File: src/rtl/booth_multiplier.sv
// Iterative radix-2 Booth signed multiplier: WIDTH add/sub+shift iterations, truncated
// WIDTH-bit product, overflow flag and a one-cycle ready pulse.
module booth_multiplier #(
  parameter int WIDTH = 32,
  parameter int CNT_W = 6
) (
  input  logic             clock,
  input  logic             reset_n,
  input  logic             ctrl_MULT,
  input  logic [WIDTH-1:0] data_operandA,
  input  logic [WIDTH-1:0] data_operandB,
  output logic [WIDTH-1:0] data_result,
  output logic             data_exception,
  output logic             data_resultRDY,
  output logic             ctrl_busy
);

  typedef enum logic [1:0] {
    IDLE = 2'd0,
    RUN  = 2'd1,
    DONE = 2'd2
  } state_t;

  state_t              state, state_next;
  logic [CNT_W-1:0]    cnt;
  logic [WIDTH:0]      m_reg;
  logic [2*WIDTH+1:0]  p;
  logic [WIDTH:0]      h_cur, h_sum;
  logic [2*WIDTH+1:0]  p_shift;
  logic [WIDTH:0]      fp_hi;
  logic                last_iter;
  logic                ovf;

  assign last_iter = (cnt == CNT_W'(WIDTH - 1));

  // P = {H (WIDTH+1), Q (WIDTH), q_1}; H is one bit wider than the operands so
  // subtracting the most negative multiplicand cannot wrap.
  always_comb begin
    h_cur = p[2*WIDTH+1:WIDTH+1];
    h_sum = h_cur;
    unique case (p[1:0])
      2'b01:   h_sum = h_cur + m_reg;
      2'b10:   h_sum = h_cur - m_reg;
      default: h_sum = h_cur;
    endcase
    p_shift = {h_sum[WIDTH], h_sum, p[WIDTH:1]};
    // Full product is p_shift[2W:1]; it fits iff its top W+1 bits are all equal.
    fp_hi   = p_shift[2*WIDTH:WIDTH];
    ovf     = !((fp_hi == '0) || (fp_hi == '1));
  end

  always_ff @(posedge clock or negedge reset_n) begin
    if (!reset_n) state <= IDLE;
    else          state <= state_next;
  end

  always_comb begin
    state_next     = state;
    data_resultRDY = 1'b0;
    ctrl_busy      = 1'b0;
    unique case (state)
      IDLE: if (ctrl_MULT) state_next = RUN;
      RUN: begin
        ctrl_busy = 1'b1;
        if (last_iter) state_next = DONE;
      end
      DONE: begin
        data_resultRDY = 1'b1;
        state_next     = ctrl_MULT ? RUN : IDLE;
      end
      default: state_next = IDLE;
    endcase
  end

  always_ff @(posedge clock or negedge reset_n) begin
    if (!reset_n) begin
      cnt            <= '0;
      m_reg          <= '0;
      p              <= '0;
      data_result    <= '0;
      data_exception <= 1'b0;
    end else begin
      unique case (state)
        IDLE, DONE: begin
          if (ctrl_MULT) begin
            m_reg <= {data_operandA[WIDTH-1], data_operandA};
            p     <= {{(WIDTH+1){1'b0}}, data_operandB, 1'b0};
            cnt   <= '0;
          end
        end
        RUN: begin
          p   <= p_shift;
          cnt <= cnt + CNT_W'(1);
          if (last_iter) begin
            data_result    <= p_shift[WIDTH:1];
            data_exception <= ovf;
          end
        end
        default: ;
      endcase
    end
  end

endmodule

File: config.mk
export PLATFORM = sky130hd
export DESIGN_NAME = booth_multiplier
export DESIGN_NICKNAME = d
export VERILOG_FILES = /design/src/rtl/booth_multiplier.sv
export SDC_FILE = /design/constraint.sdc
export NUM_CORES = 1
export LEC_CHECK = 0
export BUFFER_PORTS_ARGS = -buffer_cell sky130_fd_sc_hd__buf_4
export CAP_MARGIN = 10
export CORE_MARGIN = 2
export CORE_UTILIZATION = 30
export DETAILED_ROUTE_END_ITERATION = 6
export SLEW_MARGIN = 30
export SYNTH_ARGS = -nofsm -noshare
export SYNTH_HDL_FRONTEND = slang
export SYNTH_SLANG_ARGS = --single-unit
File: constraint.sdc
create_clock -name clock -period 10.5 [get_ports clock]
set_input_delay 1.05 -clock clock [delete_from_list [all_inputs] [get_ports clock]]
set_output_delay 1.05 -clock clock [all_outputs]
set_load 0.01 [all_outputs]
=== Yosys cells after proc, flatten, opt, wreduce, memory -nomap -nowiden ===
Cells that the tools add are included.

* Multipliers: 0
* Reductions and logical operators: 10
* Bitwise logic cells: 0
* Divide/modulo/power cells: 0
* Order comparisons: 0
* Mux-type cells: 11
* Equality and inequality tests: 9
* Add/subtract/negate cells: 3
* Shift-type cells: 0

{| class="wikitable"
|+ Operators by type and width
! cell !! count
|-
| $pmux 66 s2 || 1
|-
| $mux 66 || 1
|-
| $pmux 33 s2 || 1
|-
| $add 33x33->33 || 1
|-
| $eq 33x33->1 const B || 1
|-
| $logic_not 33->1 || 1
|-
| $sub 33x33->33 || 1
|-
| $pmux 6 s2 || 1
|-
| $reduce_and 2->1 || 4
|-
| $add 6x1->6 const B || 1
|-
| $eq 6x5->1 const B || 1
|-
| $mux 6 || 1
|-
| $ne 2x2->1 const B || 3
|-
| $pmux 2 s3 || 1
|-
| $eq 2x1->1 const B || 2
|-
| $eq 2x2->1 const B || 2
|-
| $mux 2 || 2
|-
| $mux 1 || 3
|-
| $logic_not 2->1 || 1
|-
| $reduce_bool 2->1 || 1
|-
| $reduce_or 2->1 || 1
|-
| $logic_not 1->1 || 1
|-
| $logic_or 1x1->1 || 1
|}

* ROM bits: 0
* Register bits: 139
* Logic and storage cells: 39
* Memory bits (writable): 0
* Memories: 0
* Latch bits: 0

=== Longest topological paths before layout ===
* Depth in word-level cells: 5
* Gate-level depth with buffers: 21

=== Worst setup path before layout ===
OpenSTA, ideal clock, no wires.

* Kind: reg2reg
* Start: reg m_reg[5]
* End: reg data_exception
* Data required time: 10368 ps
* Setup slack: 5990 ps
* Arrival: 4378 ps
* Stages on the path, launching flop included: 22
* Path through: dfrtp_1 or4_1 nor4_2 nand2_1 nor2_1 nand2_1 nor2_1 a21oi_1 xnor2_1 ha_1 clkbuf_1 nand4_1 a2111oi_0 o211a_1 o31a_1 o31ai_1 a21oi_1 nand4_1 nor4b_1 nand4b_1 o41ai_1 a21oi_1

* Word-level cells in the longest chain between the ends: 5
* Elaborated cells on any way between the ends: 7
* Classes of those cells: add/sub (2); eq/ne (1); mux (1); reduce/logical (3)

{| class="wikitable"
|+ RTL lines
! item !! RTL line !! RTL
|-
| from (decl) || 26 || <nowiki>logic [WIDTH:0] m_reg;</nowiki>
|-
| from (signal assigned) || 86 || <nowiki>m_reg <= {data_operandA[WIDTH-1], data_operandA};</nowiki>
|-
| $sub 33x33->33 or $add 33x33->33 (tied branches) || 43, 42 ||
|-
| $pmux 33 s2 (*) || 41 || <nowiki>unique case (p[1:0])</nowiki>
|-
| $eq 33x33->1 or $logic_not 33->1 (tied branches) || 49 || <nowiki>ovf = !((fp_hi == '0) || (fp_hi == '1));</nowiki>
|-
| $logic_or 1x1->1 (*) || 49 ||
|-
| $logic_not 1->1 (*) || 49 ||
|-
| to (signal assigned) || 96 || <nowiki>data_exception <= ovf;</nowiki>
|-
| to (decl) || 13 || <nowiki>output logic data_exception,</nowiki>
|}

Mark *: on every way between the ends. The rest lies on a longest branch, timed or not.
A chain may end at the register's enable or synchronous reset.

=== Worst setup path after layout ===
Ends and elaborated chain as after synthesis.

==> impl_results.md <==
* Result of the run: complete, no violations
* Async SR Flop Fraction at 1.000
* Total clock buffers created by CTS at 17
* Synth top area cells: sky130_fd_sc_hd__dfrtp_1 (41%), sky130_fd_sc_hd__nand2_1 (9.9%), sky130_fd_sc_hd__ha_1 (5.2%)
* Critical path data required time at 10.80 ns
* Critical path's slowest cell: sky130_fd_sc_hd__or4_1
* First-pass iteration count of the detailed router at 5
* Category of the worst setup path capture point: register
* Via count of the first global-routing pass at around 7500
* Kind of critical path: reg -> reg
* Cell type with the highest aggregate area in the netlist: sky130_fd_sc_hd__dfrtp_1
* Setup violations, final at 0
* Sequential element share of the synthesized area at 0.4083
* TritonCTS clock tree: yes
* Worst max-slew margin expressed relative to the limit at 0.4611
* Number of flip-flops under the largest register name at between 60 and 70
* Largest net degree at the start of global routing at 79
* Top-Level Pins at a little over 100
* Detailed router's first-iteration violation count at around 630
* Commonest cells in the synthesized netlist: sky130_fd_sc_hd__nand2_1 (224), sky130_fd_sc_hd__dfrtp_1 (138), sky130_fd_sc_hd__nor2_1 (56)
* Worst reg2reg path endpoint: data_exception$_DFFE_PN0P_
* Fraction of post-synthesis cell area in the top cell type by area at 0.4083
* Starting utilization of the core area at 0.3044
* Count of synthesis-stage warnings from yosys at 0
* Type of the tightest min-delay check: reg -> reg
* Number of antenna-violating nets in the routed design at 0
* Final HPWL DP at approximately 17000 um
* CP startpoint kind: register
* Share of the core filled with cells in the final layout at 0.3675
* Share of cells above drive strength 1 at 0.1849
* Number of gates given a new drive strength after cts at 0
* Worst slack after detailed placement at ~5.2 ns
* Global route overflow at 0
* Slew Viols, Final at 0
* Placeable core region at ~28000 sq um
* Clk buf depth at 2
* Worst setup skew after layout at 0.008992 ns
* Clock-pin slew on the worst setup and hold paths at 0.06 ns
* Number of filler cells placed in the layout at 2871
* Unrepaired setup endpoints after global routing: no
* Per-cell via count in the routed design at 5.227
* Horizontal extent of the die at about 170 um
* Total buffers and inverters traversed by the critical path at 0
* Net Count, Synth at between 1000 and 1500
* Main synth FF type: sky130_fd_sc_hd__dfrtp_1
* Routed vias at 7517
* Number of input and output port buffers inserted at about 100
* Arrival time at the worst endpoint at 5.74 ns
* Root cell of the clock tree: sky130_fd_sc_hd__clkbuf_16
* Gate Count Post-Synth at roughly 960
* Die Y at between 150 and 200 um
* Floorplan row count at just over 60
* Antenna violations before repair at 0
* Number of enable-type register cells in the synthesized netlist at 0
* Cell-by-cell trace of the critical path: or4_1 -> nor4_2 -> nand2_1 -> nor2_1 -> nand2_1 -> nor2_1 -> a21oi_1 -> xnor2_1 -> ha_1 -> nand4_1 -> a2111oi_0 -> o211a_1 -> o31a_1 -> o31ai_1 -> a21oi_1 -> nand4_1 -> nor4b_1 -> nand4b_1 -> o41ai_1 -> a21oi_1
* Total track usage at 0.1670
* Total number of H-tree levels at 4
* Setup fix buffers added after clock tree synthesis at 0
* Sink count of the clock tree at approximately 140
* Die footprint at about 30000 sq um
* Synth Register Bits at roughly 140
* Final net count at around 1200
* Cell depth of the worst min-delay path at 2
* Clock network latency to the later pin of the worst-skew pair at 0.42 ns
* Worst reg2reg path depth at 20
* Final Wtd Congestion at a little under 1
* Most frequently used cell type in the post-synthesis netlist: sky130_fd_sc_hd__nand2_1
* Period utilization at 0.5186
* WL per Instance at approximately 17 um
* End point of the worst hold path: p[15]$_DFFE_PN0P_
* Setup TNS after final layout at 0 ns
* Hold buffer count at CTS at 0
* Critical-path maximum fanout at 8
* Measured slew at the worst slew-check pin at ~0.8 ns
* Min cycle time layout at 5.446 ns
* Reg-to-reg startpoint: m_reg[5]$_DFFE_PN0P_
* Largest delay contributor family on the critical path: simple AND/OR/NAND/NOR gates
* FF-to-FF setup slack at just over 5 ns
* Most used cell, CP: sky130_fd_sc_hd__a21oi_1
* Detailed-route DRC error count at 0
* Max-Cap Viols at 0
* Highest achievable clock rate at ~0.18 GHz
* Final worst-path setup slack at 5.054 ns
* Number of endpoints with negative hold slack in the final report at 0
* Hold wc startpoint: p[15]$_DFFE_PN0P_
* Syn avg cell area at about 8.8 sq um
* Highest cell delay on the worst timing path at 0.59 ns
* Wire length of the first global-routing pass at ~40000 um
* Layout overhead on the synthesized area at 20.69%
* Cell variety after synth at 75
* Total wire length at about 24000 um
* Syn Std Cell Area at approximately 8500 sq um
* Number of antenna diodes at 0
cells in the final DEF, fill, tap and decap left out, drive strengths merged, types with 10 or more instances in the layout:
cell type and count:
nand2 224, dfrtp 138, buf 111, o21ai 62, nor2 56, a21oi 54
xnor2 39, ha 35, mux2 34, a22oi 32, inv 25, nor3 21
clkbuf 18, a22o 16, nand4 16, o21a 13, mux2i 12, xor2 10
nand3 10, nor4 10
per-layer routing:
metal	track usage	up-vias	wire length, um
li1	-	3593	-
met1	0.2256	3648	10720
met2	0.2658	241	10840
met3	0.03571	35	1722
met4	0.05663	0	523
met5	0	-	0
cell type report:
cell class / count / area (sq um) / area share
clock inverter: 14 / 161.4 / 0.01581
sequential: 138 / 3453 / 0.3383
inverter: 21 / 78.83 / 0.007722
clock buffer: 18 / 439.2 / 0.04302
timing repair buffer: 111 / 837.1 / 0.08200
tap: 378 / 473.0 / 0.04633
multi-input combinational: 758 / 4766 / 0.4668
kinds of logic after synthesis:
logic type,after synthesis,share of synthesized area
AOI/OAI and AO/OA,242,0.1914
buffers and inverters,67,0.03077
muxes,46,0.05947
DFF,138,0.4083
adders and majority gates,36,0.05414
and+or+nand+nor,385,0.2052
xor gates and xnor gates,49,0.05074
worst min-delay path: cells and delay by family, from the launching register on:
kind,cells,cell delay [ns]
DFF,1,0.36
and+or+nand+nor,2,0.11
worst max-delay path by stage:
stage               slack (ns)  cells after the start                    endpoint                 start
floorplan                 5.99                     21  data_exception$_DFFE_PN0P_  m_reg[5]$_DFFE_PN0P_
global placement          5.25                     20  data_exception$_DFFE_PN0P_  m_reg[5]$_DFFE_PN0P_
detailed placement        5.18                     20  data_exception$_DFFE_PN0P_  m_reg[5]$_DFFE_PN0P_
CTS                       5.16                     20  data_exception$_DFFE_PN0P_  m_reg[5]$_DFFE_PN0P_
global route              4.73                     20  data_exception$_DFFE_PN0P_  m_reg[5]$_DFFE_PN0P_
finish                    5.05                     20  data_exception$_DFFE_PN0P_  m_reg[5]$_DFFE_PN0P_
stage by stage:
step / hold WS (ns) / cell area, sq um / instances
2_1_floorplan: 0.4498 / 8458 / 963
3_3_place_gp: 0.4647 / 9608 / 1406
3_5_place_dp: 0.4856 / 9608 / 1406
4_1_cts: 0.5025 / 10210 / 1438
5_1_grt: 0.5190 / 10210 / 1438
6_report: 0.5033 / 10210 / 1438
Power is left out: the tool's default activity adds up to more than one toggle a clock period on the data nets, which glitch-free logic cannot reach.
